**src/rtl/mem_access_stage.sv**
```systemverilog
// MEM pipeline stage: latches one EX result, runs loads/stores on a req/ready data bus, aligns load data.
// Optional build macro MISALIGN_TRAP_EN: trap misaligned accesses instead of force-aligning them.
module mem_access_stage #(
    parameter int DATA_W     = 32,
    parameter int REG_ADDR_W = 5
) (
    input  logic                  clk,
    input  logic                  rst_n,
    input  logic                  in_valid,
    input  logic [DATA_W-1:0]     in_alu_result,
    input  logic [DATA_W-1:0]     in_store_data,
    input  logic                  in_mem_read,
    input  logic                  in_mem_write,
    input  logic [2:0]            in_funct3,
    input  logic                  in_reg_write,
    input  logic [REG_ADDR_W-1:0] in_rd,
    output logic                  stall,
    output logic                  mem_req,
    output logic                  mem_we,
    output logic [DATA_W-1:0]     mem_addr,
    output logic [DATA_W-1:0]     mem_wdata,
    output logic [3:0]            mem_strb,
    input  logic                  mem_ready,
    input  logic [DATA_W-1:0]     mem_rdata,
    output logic                  out_valid,
    output logic                  out_select,
    output logic [DATA_W-1:0]     out_alu_data,
    output logic [DATA_W-1:0]     out_ram_data,
    output logic                  out_reg_write,
    output logic [REG_ADDR_W-1:0] out_rd,
    output logic                  misalign_trap
);

    typedef enum logic [1:0] {S_IDLE, S_BUS, S_DONE} state_t;
    state_t state_q, state_d;

    logic                  accept, is_mem, trap_now, start_bus;
    logic                  is_byte, is_half;
    logic [1:0]            off;
    logic [3:0]            strb;
    logic [DATA_W-1:0]     wdata;

    logic                  op_load_q, op_rw_q;
    logic [1:0]            op_off_q;
    logic [2:0]            op_f3_q;
    logic [REG_ADDR_W-1:0] op_rd_q;
    logic [DATA_W-1:0]     op_alu_q;
    logic [DATA_W-1:0]     mem_addr_q, mem_wdata_q;
    logic [3:0]            mem_strb_q;
    logic                  mem_we_q;

    logic [DATA_W-1:0]     out_alu_q, out_ram_q;
    logic [REG_ADDR_W-1:0] out_rd_q;
    logic                  out_select_q, out_rw_q, trap_q;

    function automatic logic [DATA_W-1:0] load_align(input logic [DATA_W-1:0] rdata,
                                                     input logic [1:0] o,
                                                     input logic [2:0] f3);
        logic [7:0]  b;
        logic [15:0] h;
        b = rdata[8*o +: 8];
        h = rdata[16*o[1] +: 16];
        case (f3[1:0])
            2'b00:   return f3[2] ? {{(DATA_W-8){1'b0}}, b} : {{(DATA_W-8){b[7]}}, b};
            2'b01:   return f3[2] ? {{(DATA_W-16){1'b0}}, h} : {{(DATA_W-16){h[15]}}, h};
            default: return rdata;
        endcase
    endfunction

    assign accept  = in_valid && (state_q != S_BUS);
    assign is_mem  = in_mem_read | in_mem_write;
    assign is_byte = (in_funct3[1:0] == 2'b00);
    assign is_half = (in_funct3[1:0] == 2'b01);

`ifdef MISALIGN_TRAP_EN
    assign trap_now = is_mem && ((is_half && in_alu_result[0]) ||
                                 (in_funct3[1] && (in_alu_result[1:0] != 2'b00)));
`else
    assign trap_now = 1'b0;
`endif

    assign start_bus = accept && is_mem && !trap_now;

    // Offset is clipped to the access size so misaligned ops behave as aligned ones.
    always_comb begin
        off   = 2'b00;
        strb  = 4'b1111;
        wdata = in_store_data;
        if (is_byte) begin
            off   = in_alu_result[1:0];
            strb  = 4'b0001 << off;
            wdata = {4{in_store_data[7:0]}};
        end else if (is_half) begin
            off   = {in_alu_result[1], 1'b0};
            strb  = off[1] ? 4'b1100 : 4'b0011;
            wdata = {2{in_store_data[15:0]}};
        end
    end

    always_comb begin
        state_d = state_q;
        case (state_q)
            S_BUS:   if (mem_ready) state_d = S_DONE;
            default: begin
                if (accept) state_d = start_bus ? S_BUS : S_DONE;
                else        state_d = S_IDLE;
            end
        endcase
    end

    always_ff @(posedge clk or negedge rst_n) begin
        if (!rst_n) state_q <= S_IDLE;
        else        state_q <= state_d;
    end

    always_ff @(posedge clk or negedge rst_n) begin
        if (!rst_n) begin
            op_load_q    <= 1'b0;
            op_rw_q      <= 1'b0;
            op_off_q     <= '0;
            op_f3_q      <= '0;
            op_rd_q      <= '0;
            op_alu_q     <= '0;
            mem_addr_q   <= '0;
            mem_wdata_q  <= '0;
            mem_strb_q   <= '0;
            mem_we_q     <= 1'b0;
            out_alu_q    <= '0;
            out_ram_q    <= '0;
            out_rd_q     <= '0;
            out_select_q <= 1'b0;
            out_rw_q     <= 1'b0;
            trap_q       <= 1'b0;
        end else begin
            if (start_bus) begin
                op_load_q   <= in_mem_read;
                op_rw_q     <= in_reg_write;
                op_off_q    <= off;
                op_f3_q     <= in_funct3;
                op_rd_q     <= in_rd;
                op_alu_q    <= in_alu_result;
                mem_addr_q  <= {in_alu_result[DATA_W-1:2], 2'b00};
                mem_wdata_q <= wdata;
                mem_strb_q  <= in_mem_write ? strb : 4'b0000;
                mem_we_q    <= in_mem_write;
            end
            // Completions without a bus phase: plain ALU ops and trapped accesses.
            if (accept && !start_bus) begin
                out_alu_q    <= in_alu_result;
                out_rd_q     <= in_rd;
                out_select_q <= in_mem_read;
                out_rw_q     <= in_reg_write && !is_mem;
                trap_q       <= trap_now;
            end else if (state_q == S_BUS && mem_ready) begin
                out_alu_q    <= op_alu_q;
                out_rd_q     <= op_rd_q;
                out_select_q <= op_load_q;
                out_rw_q     <= op_rw_q && op_load_q;
                trap_q       <= 1'b0;
                if (op_load_q) out_ram_q <= load_align(mem_rdata, op_off_q, op_f3_q);
            end
        end
    end

    assign stall         = (state_q == S_BUS);
    assign mem_req       = (state_q == S_BUS);
    assign mem_we        = mem_req && mem_we_q;
    assign mem_addr      = mem_addr_q;
    assign mem_wdata     = mem_wdata_q;
    assign mem_strb      = mem_strb_q;
    assign out_valid     = (state_q == S_DONE);
    assign out_select    = out_select_q;
    assign out_alu_data  = out_alu_q;
    assign out_ram_data  = out_ram_q;
    assign out_reg_write = out_valid && out_rw_q;
    assign out_rd        = out_rd_q;
    assign misalign_trap = out_valid && trap_q;

endmodule

```
**config.mk**
```make
export PLATFORM = sky130hd
export DESIGN_NAME = mem_access_stage
export DESIGN_NICKNAME = d
export VERILOG_FILES = /design/src/rtl/mem_access_stage.sv
export SDC_FILE = /design/constraint.sdc
export NUM_CORES = 1
export LEC_CHECK = 0
export CORE_MARGIN = 2
export CORE_UTILIZATION = 45
export DETAILED_ROUTE_END_ITERATION = 6
export DONT_BUFFER_PORTS = 1
export HOLD_SLACK_MARGIN = 0.12
export PLACE_DENSITY = 0.57
export SYNTH_ARGS = -nofsm -noshare
export SYNTH_HDL_FRONTEND = slang
export SYNTH_SLANG_ARGS = --single-unit
```
**constraint.sdc**
```tcl
create_clock -name clk -period 2.22 [get_ports clk]
set_input_delay 0.444 -clock clk [delete_from_list [all_inputs] [get_ports clk]]
set_output_delay 0.444 -clock clk [all_outputs]
set_load 0.01 [all_outputs]
```
Word level (Yosys, flattened, before mapping)

Index checks and enable logic that the tools add are counted.

Multipliers: 0
Equal/unequal tests: 6
Multiplexer cells: 25
Bitwise gates (word level): 2
$add $sub $neg: 0
Reduce and logical (&&, ||, !) cells: 15
$lt $le $gt $ge: 0
Div/mod/pow operators: 0
Shift operators: 3

Operators with widths:

| kind                                                   | count |
|---|---|
| 2-to-1 mux 32 bit                                      | 6 |
| case mux 32 bit (2 select lines)                       | 1 |
| variable part select 32 x 6 -> 16 bit                  | 1 |
| variable part select 32 x 6 -> 8 bit                   | 1 |
| 2-to-1 mux 4 bit                                       | 4 |
| 2-to-1 mux 2 bit                                       | 6 |
| 2-to-1 mux 5 bit                                       | 2 |
| logical AND 1 bit                                      | 9 |
| equality test 2 x 1 -> 1 bit (second input constant)   | 3 |
| 2-to-1 mux 1 bit                                       | 6 |
| zero test 2 bit                                        | 2 |
| inequality test 2 x 1 -> 1 bit (second input constant) | 2 |
| left shift 1 x 2 -> 4 bit (first input constant)       | 1 |
| AND reduction 3 bit                                    | 1 |
| equality test 2 bit (second input constant)            | 1 |
| zero test 1 bit                                        | 2 |
| nonzero test 2 bit                                     | 1 |
| inverter 1 bit                                         | 1 |
| OR 1 bit                                               | 1 |

Bits in latches: 0
Output and inout bits: 144
Word-level logic and storage cells: 68
Memories: 0
RAM bits: 0
Register bits: 185
Input bits: 111
Memory bits (read-only): 0

Longest topological paths before layout

Gate-level depths: netlist (run 1).

Word-level depth: 7
Depth in mapped cells: 7
Mapped depth without buffers: 5

Worst setup path before layout (run 1)

Ideal clock, no wire load.

Path type: input port to flip-flop
Start: input port mem_ready
End: register out_ram_q[21], in the netlist out_ram_data[21]
Stages: 6
Path buffers: 2
Slack: 614 ps
Arrival: 1537 ps
Setup time: 69 ps
Data required time: 2151 ps
Cells stage by stage: and4b_1 -> nand2b_1 -> clkbuf_1 -> a2111o_1 -> buf_2 -> nand3_1

Cells in the longest elaborated chain, start to end: 2

RTL lines:

| item                                 | line | RTL |
|---|---|---|
| from (decl)                          | 23   | `input logic mem_ready,` |
| logical AND 1 bit                    | 154  | `end else if (state_q == S_BUS && mem_ready) begin` |
| AND reduction 3 bit (no source line) | -    |  |
| to (signal assigned)                 | 160  | `if (op_load_q) out_ram_q <= load_align(mem_rdata, op_off_q, op_f3_q);` |
| to (decl)                            | 52   | `logic [DATA_W-1:0] out_alu_q, out_ram_q;` |

Every way passes these cells.
A chain may end at the register's enable or synchronous reset.

Worst setup path in the final report (run 1)

Start: register state_q[1]
End: output port mem_we

Cells in the longest elaborated chain, start to end: 2

RTL lines:

| item                         | line | RTL |
|---|---|---|
| from (decl)                  | 35   | `state_t state_q, state_d;` |
| from (signal assigned)       | 113  | `else state_q <= state_d;` |
| equality test 2 x 1 -> 1 bit | 166  | `assign mem_req = (state_q == S_BUS);` |
| named net mem_req            | 18   | `output logic mem_req,` |
| logical AND 1 bit            | 167  | `assign mem_we = mem_req && mem_we_q;` |
| to (decl)                    | 19   | `output logic mem_we,` |

The timed path passes the listed nets, and every way through them passes these cells.

==> results of run 1 <==
## through the flow
stage                     total power [mW]  cells  setup slack, ps  utilization, %  cell area (sq um)
after floorplan                      6.263    637            613.9               -               7058
after global placement               6.510    783            503.3           46.09               7033
after detailed placement             6.612    783            367.2           46.09               7033
after CTS                            9.533    815            301.0           49.98               7626
after global routing                 9.984    815            211.4           49.98               7626
final                                9.428    815            310.9           49.98               7626
## power by group through the flow
stage	combinational, mW	clock, mW	sequential, mW
2_1_floorplan	1.60	0	4.67
3_3_place_gp	1.47	0	5.04
3_5_place_dp	1.55	0	5.07
4_1_cts	1.55	2.96	5.03
5_1_grt	1.73	3.10	5.15
6_report	1.53	2.89	5.01
## layout make-up
type | count | area (sq um)
clock buffer | 19 | 442.9
clock inverter | 12 | 140.1
timing repair buffer | 15 | 152.6
fill | 1388 | 7632
multi-input combinational | 401 | 2761
inverter | 3 | 11.26
sequential | 154 | 3854
tap | 211 | 264.0
## cell families after synthesis
family | synth area share, %
buf+inv | 6.531
compound gates | 16.06
simple gates | 11.18
flops | 54.66
mux | 11.52
other cells | 0.05319
## layout by cell type (no fill, tap or decap), drive strengths merged, types with 7 or more instances in the layout
| cell type | netlist | final |
|---|---|---|
| a21o | 38 | 38 |
| clkbuf | 26 | 19 |
| buf | 53 | 14 |
| mux2 | 49 | 49 |
| nand2 | 60 | 60 |
| a22o | 39 | 39 |
| and2 | 10 | 10 |
| dfrtp | 154 | 154 |
| a221o | 8 | 8 |
| inv | 3 | 7 |
| nor2 | 22 | 22 |
| a21oi | 17 | 17 |
| nand3 | 39 | 39 |
| nor3b | 8 | 8 |
| o21ai | 41 | 41 |
| nor2b | 9 | 9 |
| mux2i | 26 | 26 |
| a211oi | 8 | 8 |
## state kept, by name, indices dropped and copies added (netlist names)
| signal | flops |
|---|---|
| mem_strb | 4 |
| mem_wdata | 32 |
| mem_we_q | 1 |
| op_alu_q | 32 |
| op_f3_q | 3 |
| op_load_q | 1 |
| op_off_q | 2 |
| op_rd_q | 5 |
| op_rw_q | 1 |
| out_alu_data | 32 |
| out_ram_data | 32 |
| out_rd | 5 |
| out_rw_q | 1 |
| out_select | 1 |
| state_q | 2 |
## worst max-delay path: stages, from the launching register on
cell and delay (ps):
dfrtp_1 380, nand2b_1 210, inv_2 200, and2_1 260
## layer usage
metal	track usage, %	vias up	routed length (microns)
li1	-	2135	-
met1	25.78	2380	6833
met2	32.72	217	8063
met3	9.579	25	2015
met4	7.801	0	327
met5	0	-	0
## worst paths after layout
kind                              from               end  slack (ps)  cells past startpoint
setup / recovery            state_q[1]            mem_we         310                      3
hold / removal                   rst_n  out_ram_data[18]        -280                      0
setup reg to reg           op_off_q[1]  out_ram_data[14]         350                      4
hold reg to reg            op_alu_q[1]       op_alu_q[1]         490                      2
max in group asynchronous        rst_n        op_f3_q[1]        2230                      0
min in group clk             mem_ready        state_q[0]         150                      1
==> results_dict.tcl, run 1 <==
set metrics [dict create \
    antenna_found_initial 0 \
    finalSetupViolations 0 \
    cts_tree "yes" \
    start_util_pct 46.21 \
    p_clk_share_pct 30.7 \
    startpoint_type "flip-flop" \
    drive_gt1_share_pct 16.56 \
    p_switching_mw 3.133 \
    grt_max_degree 155 \
    synth_area_leaders "dfrtp_1 55%, mux2_2 7.8%, a22o_1 4.8%, a21o_1 4.0%, buf_4 3.8%" \
    wl_mm 17.24 \
    finalSetupTns_ps 0 \
    timing.fmax_mhz 523.8 \
    pwr-share-seq_pct 53.1 \
    htreeDepth 4 \
    port_buffers 0 \
    finalClockSkew_ps 9.332 \
    clk_root_buffer_cell "clkbuf_16" \
    syn-instance-count 635 \
    postCtsResizedCells 0 \
    die-area_sq_um 16680 \
    worstMarginPinSlew_ps 621.6 \
    synth_edf_count 0 \
    yosys.area.top_type_share_pct 54.66 \
    required_ps 1780 \
    yosysMostFrequentCell "dfrtp_1" \
    syn2layout_area_growth_pct 8.163 \
    leakagePower_nw 3.531 \
    post_cts_buffers 0 \
    period_minus_slack_ps 1909 \
    pin_count 255 \
    clk_pin_slew_ps 60 \
    grt_overflow 0 \
    dieWidth_microns 129.2 \
    drv_slew 0 \
    p_per_area_nw_per_um2 1236 \
    cp.arrival_ps 1470 \
    dp_hpwl_mm 11.60 \
    maxCapViolations 0 \
    fp.dieH_microns 129.2 \
    path_max_fanout 4 \
    hold_path.class "in -> async" \
    via_per_inst 5.837 \
    async_flop_share_pct 100.0 \
    antenna_cells 0 \
    ir_drop_mv 0.5216 \
    hold_ws_ps -282.1 \
    drt_pass1_iterations 4 \
    syn_area_sq_um 7051 \
    netSwitchingFraction_pct 33.23 \
    ys.flop_type "dfrtp_1" \
    combPwrFrac_pct 16.2 \
    drc 0 \
    synth_commonest_cells "154 x dfrtp_1, 60 x nand2_1, 49 x mux2_2, 41 x o21ai_0" \
    first_global_vias 5021 \
    drt_iter0_drc 289 \
    row_count 45 \
    gp_congestion 0.8110 \
    path_class "reg -> out" \
    fin_nets 703 \
    avgSynthCellArea_sq_um 11.10 \
    cts-buffers-inserted 17 \
    hold_buffers 1 \
    clockBufferDepth 2 \
    rsz0062_at_grt "no" \
    hold_viol 154 \
    period_share_pct 85.99 \
    coreArea_sq_um 15260 \
    ys_ff_latch 154 \
    grt_pass1_wl_mm 27.37 \
    violations "negative hold slack" \
    endpoint_kind "primary output" \
    synth_warnings 0 \
    p_int_mw 6.295 \
    yosysTopAreaCell "dfrtp_1" \
    ys_seq_area_share_pct 54.66 \
    vias 4757 \
    clock_latency_ps 420 \
    wl_per_cell_microns 21.15 \
    relSlewSlack_pct 58.33 \
    detail-route-antenna-nets 0 \
    track_usage_pct 21.02 \
    status "finished with violations" \
    clock_sinks 154 \
    yosysUniqueCellTypes 39 \
]
Power figures use the tool's default switching activity.
==> inputs of run 2 (changes only) <==
Settings changed: CORE_MARGIN 2 to unset.
==> results_dict.tcl, run 2 (synthesized netlist as in run 1, its figures left out) <==
set metrics [dict create \
    finalSetupViolations 0 \
    required_ps 1780 \
    clk_pin_slew_ps 60 \
    fp.dieH_microns 127.2 \
    port_buffers 0 \
    layout_common_cells "154 x dfrtp_1, 60 x nand2_1, 49 x mux2_2" \
    wl_per_cell_microns 20.02 \
    relSlewSlack_pct 57.16 \
    hold_buffers 1 \
    antenna_cells 0 \
    hold_ws_ps -277.3 \
    vias 4645 \
    cts-buffers-inserted 17 \
    startpoint_type "flip-flop" \
    pin_count 255 \
    track_usage_pct 20.80 \
    grt_overflow 0 \
    period_minus_slack_ps 1864 \
    htreeDepth 4 \
    dp_hpwl_mm 11.07 \
    clock_sinks 154 \
    path_class "reg -> out" \
    timing.fmax_mhz 536.4 \
    grt_max_degree 155 \
    hold_path.class "in -> async" \
    coreArea_sq_um 15260 \
    path_max_fanout 4 \
    clockBufferDepth 2 \
    fillers 1391 \
    leakagePower_nw 3.528 \
    clk_root_buffer_cell "clkbuf_16" \
    row_count 45 \
    place_inst 782 \
    cp_num_buf_inv 1 \
    max_stage_delay_ps 390 \
    final_common_cell "dfrtp_1" \
    post_cts_buffers 0 \
    path_cells "nand2b_1, inv_2, and2_1" \
    drive_gt1_share_pct 16.23 \
    finalClockSkew_ps 7.248 \
    maxCapViolations 0 \
    drt_pass1_iterations 5 \
    detail-route-antenna-nets 0 \
    status "finished with violations" \
    rsz0062_at_grt "no" \
    drc 0 \
    first_global_vias 4755 \
    drv_slew 0 \
    clock_latency_ps 420 \
    violations "negative hold slack" \
    via_per_inst 5.699 \
    hold_viol 154 \
    critPathTopFamily "simple AND/OR/NAND/NOR gates" \
    gp_congestion 0.8046 \
    stdcell_count 815 \
    endpoint_kind "primary output" \
    start_util_pct 46.21 \
    p_per_area_nw_per_um2 1245 \
    postCtsResizedCells 0 \
    grt_pass1_wl_mm 25.98 \
    wl_mm 16.32 \
    drt_iter0_drc 275 \
    dieWidth_microns 127.2 \
    syn2layout_area_growth_pct 8.092 \
    die-area_sq_um 16170 \
    cp.arrival_ps 1420 \
    slowest_stage "dfrtp_1" \
    finalSetupTns_ps 0 \
    worstMarginPinSlew_ps 639.2 \
    fin_nets 702 \
    ir_drop_mv 0.6053 \
    period_share_pct 83.97 \
    antenna_found_initial 0 \
    cts_tree "yes" \
]
## run 2: final cells by class
cell class                      count  area (sq um)  share of cell area (%)
Clock buffer                       21         450.4                   5.910
Clock inverter                     11         160.2                   2.101
Inverter                            3         11.26                  0.1478
Multi-Input combinational cell    401          2761                   36.23
Sequential cell                   154          3854                   50.57
Tap cell                          211         264.0                   3.464
Timing Repair Buffer               14         120.1                   1.576
## run 2: worst paths after layout
path | start | endpoint | slack (ps) | cells past startpoint
min reg2reg | op_alu_q[1] | op_alu_q[1] | 490 | 2
max | state_q[1] | mem_we | 360 | 3
max in group asynchronous | rst_n | out_alu_data[28] | 2350 | 0
min | rst_n | out_ram_data[2] | -280 | 0
min in group clk | mem_ready | state_q[0] | 160 | 1
max reg2reg | state_q[0] | out_alu_data[16] | 400 | 6
## run 2: power by group
part	switching [mW]	leakage (nW)	internal (mW)
Combinational	0.683	1.37	0.810
Clock	1.19	0.291	1.82
Sequential	1.21	1.87	3.78
## run 2: per-stage QoR
step           setup slack, ps  hold slack [ps]  total power [mW]  area [sq um]  util [%]
2_1_floorplan            613.9            148.4             6.263          7058         -
3_3_place_gp             445.6            152.1             6.471          7000     45.88
3_5_place_dp             397.2            153.1             6.554          7000     45.88
4_1_cts                  315.4           -303.2             9.604          7621     49.95
5_1_grt                  212.0           -307.3             9.988          7621     49.95
6_report                 355.8           -277.3             9.490          7621     49.95
## run 2: per-layer routing
layer | up-vias | track usage, % | wire [microns]
li1 | 2142 | - | -
met1 | 2304 | 26.55 | 6843
met2 | 183 | 32.00 | 7669
met3 | 16 | 8.585 | 1598
met4 | 0 | 7.073 | 207
met5 | - | 0 | 0
==> inputs of run 3 (changes only) <==
Settings changed: PLACE_DENSITY 0.57 to 0.59.
Clock period 2.22 ns to 1.5 ns, I/O delays scaled along.
==> results_dict.tcl, run 3 (synthesized netlist as in run 1, its figures left out) <==
set metrics [dict create \
    placed_cell_area_sq_um 7287 \
    fin_area_sq_um 10310 \
    drv_slew 0 \
    path_max_fanout 3 \
    place_ws_ps -78.76 \
    row_count 45 \
    fin_nets 873 \
    fp.dieH_microns 127.2 \
    hold_path.class "in -> async" \
    slowest_stage "dfrtp_1" \
    drt_iter0_drc 344 \
    path_cells "nand2b_4, inv_4, buf_6, and2_4" \
    clock_latency_ps 420 \
    vias 5793 \
    layout_setup_ws_ps -124.1 \
    violations "negative hold slack, negative setup slack" \
    place_inst 806 \
    p_per_area_nw_per_um2 1530 \
    cp_num_buf_inv 2 \
    antenna_cells 0 \
    grt_pass1_wl_mm 31.90 \
    period_minus_slack_ps 1624 \
    stdcell_count 986 \
    cts-buffers-inserted 17 \
    first_global_vias 5858 \
    syn2layout_area_growth_pct 46.30 \
    grt_overflow 0 \
    r2r_end "out_alu_data[18]" \
    coreArea_sq_um 15260 \
    maxCapViolations 0 \
    required_ps 1200 \
    hold_ws_ps -425.5 \
    r2r_cells 7 \
    ir_drop_mv 0.8309 \
    wl_per_cell_microns 22.47 \
    cp.arrival_ps 1320 \
    status "finished with violations" \
    startpoint_type "flip-flop" \
    drt_pass1_iterations 5 \
    rrSetupSlack_ps -100 \
    pin_count 255 \
    clockBufferDepth 2 \
    period_share_pct 108.3 \
    via_per_inst 5.875 \
    die-area_sq_um 16170 \
    timing.fmax_mhz 615.7 \
    dieWidth_microns 127.2 \
    fin_util_pct 67.60 \
    drive_gt1_share_pct 30.97 \
    port_buffers 0 \
    start_util_pct 46.21 \
    r2r_start "state_q[1]" \
    detail-route-antenna-nets 0 \
    max_stage_delay_ps 380 \
    clk_pin_slew_ps 70 \
    finalSetupViolations 137 \
    clock_sinks 154 \
    cts_tree "yes" \
    path_class "reg -> out" \
    antenna_found_initial 0 \
    layout_common_cells "151 x dfrtp_1, 108 x dlygate4sd3_1, 48 x mux2_4" \
    rsz0062_at_grt "yes" \
    clk_root_buffer_cell "clkbuf_16" \
    drc 0 \
    wl_mm 22.15 \
    critPathTopFamily "flip-flops" \
    dp_hpwl_mm 12.10 \
    gp_congestion 0.8573 \
    finalClockSkew_ps 9.740 \
    grt_max_degree 155 \
    hold_viol 154 \
    leakagePower_nw 4.882 \
    endpoint_kind "primary output" \
    final_common_cell "dfrtp_1" \
    htreeDepth 4 \
    track_usage_pct 25.64 \
]
-- run 3: cell types whose count changed in the layout (fill, tap and decap cells not counted), sizes merged --
cell         previous run  this run
inv                     7        10
buf                    13        68
clkinv                  2         5
bufbuf                  0         1
bufinv                  3         1
clkbuf                 21        25
dlygate4sd3             1       108
-- run 3: layer usage --
layer	GRT usage (%)	up-vias	wire, microns
met5	0	-	0
met4	8.123	0	353
met3	8.375	34	1891
met2	42.99	295	10900
met1	31.39	2962	9003
li1	-	2502	-
-- run 3: cell type report --
cell class,count,area [sq um]
multi-input cells,401,3344
clock buffers,17,425.4
well taps,211,264.0
repair buffers,185,2252
fillers,1083,4943
clock inverters,15,157.7
inverters,3,13.76
flip-flops and latches,154,3857
-- run 3: what timing repair did --
action,in CTS,in global routing
hold endpoints to repair,302,156
cloned,8,10
hold buffers,105,4
resized for setup,73,143
setup buffers,15,12
setup endpoints to repair,113,150
pin swaps,3,25
-- run 3: report_power, final --
part           internal, mW  switching (mW)
combinational          2.38            1.62
clock                  2.35            1.90
sequential             5.59            1.94
total                  10.3            5.46
-- run 3: worst max path at each step --
stage,to,slack [ps],cells past startpoint,startpoint
final,mem_we,-120,4,state_q[1]
after detailed placement,out_alu_data[19],-80,6,state_q[1]
after CTS,mem_we,-130,4,state_q[1]
after global routing,out_alu_data[22],-190,7,state_q[1]
after global placement,op_alu_q[24],-20,5,state_q[1]
after floorplan,out_ram_data[21],0.1,6,op_off_q[1]
-- run 3: worst reg2reg max path: stages (launching register included) --
cell and delay, ps:
dfrtp_1 350, buf_4 120, and3b_2 220, buf_4 140, buf_12 120, nor2_4 250
clkbuf_16 230, a21o_1 120
-- run 3: metrics by stage --
| step | power [mW] | setup TNS, ps | hold WS (ps) |
|---|---|---|---|
| final | 15.78 | -7639 | -425.5 |
| after global routing | 16.48 | -16300 | -449.5 |
| after CTS | 15.01 | -3992 | -444.9 |
| after detailed placement | 9.951 | -1971 | 8.331 |
| after global placement | 9.789 | -288.3 | 8.089 |
| after floorplan | 9.287 | 0 | 4.409 |
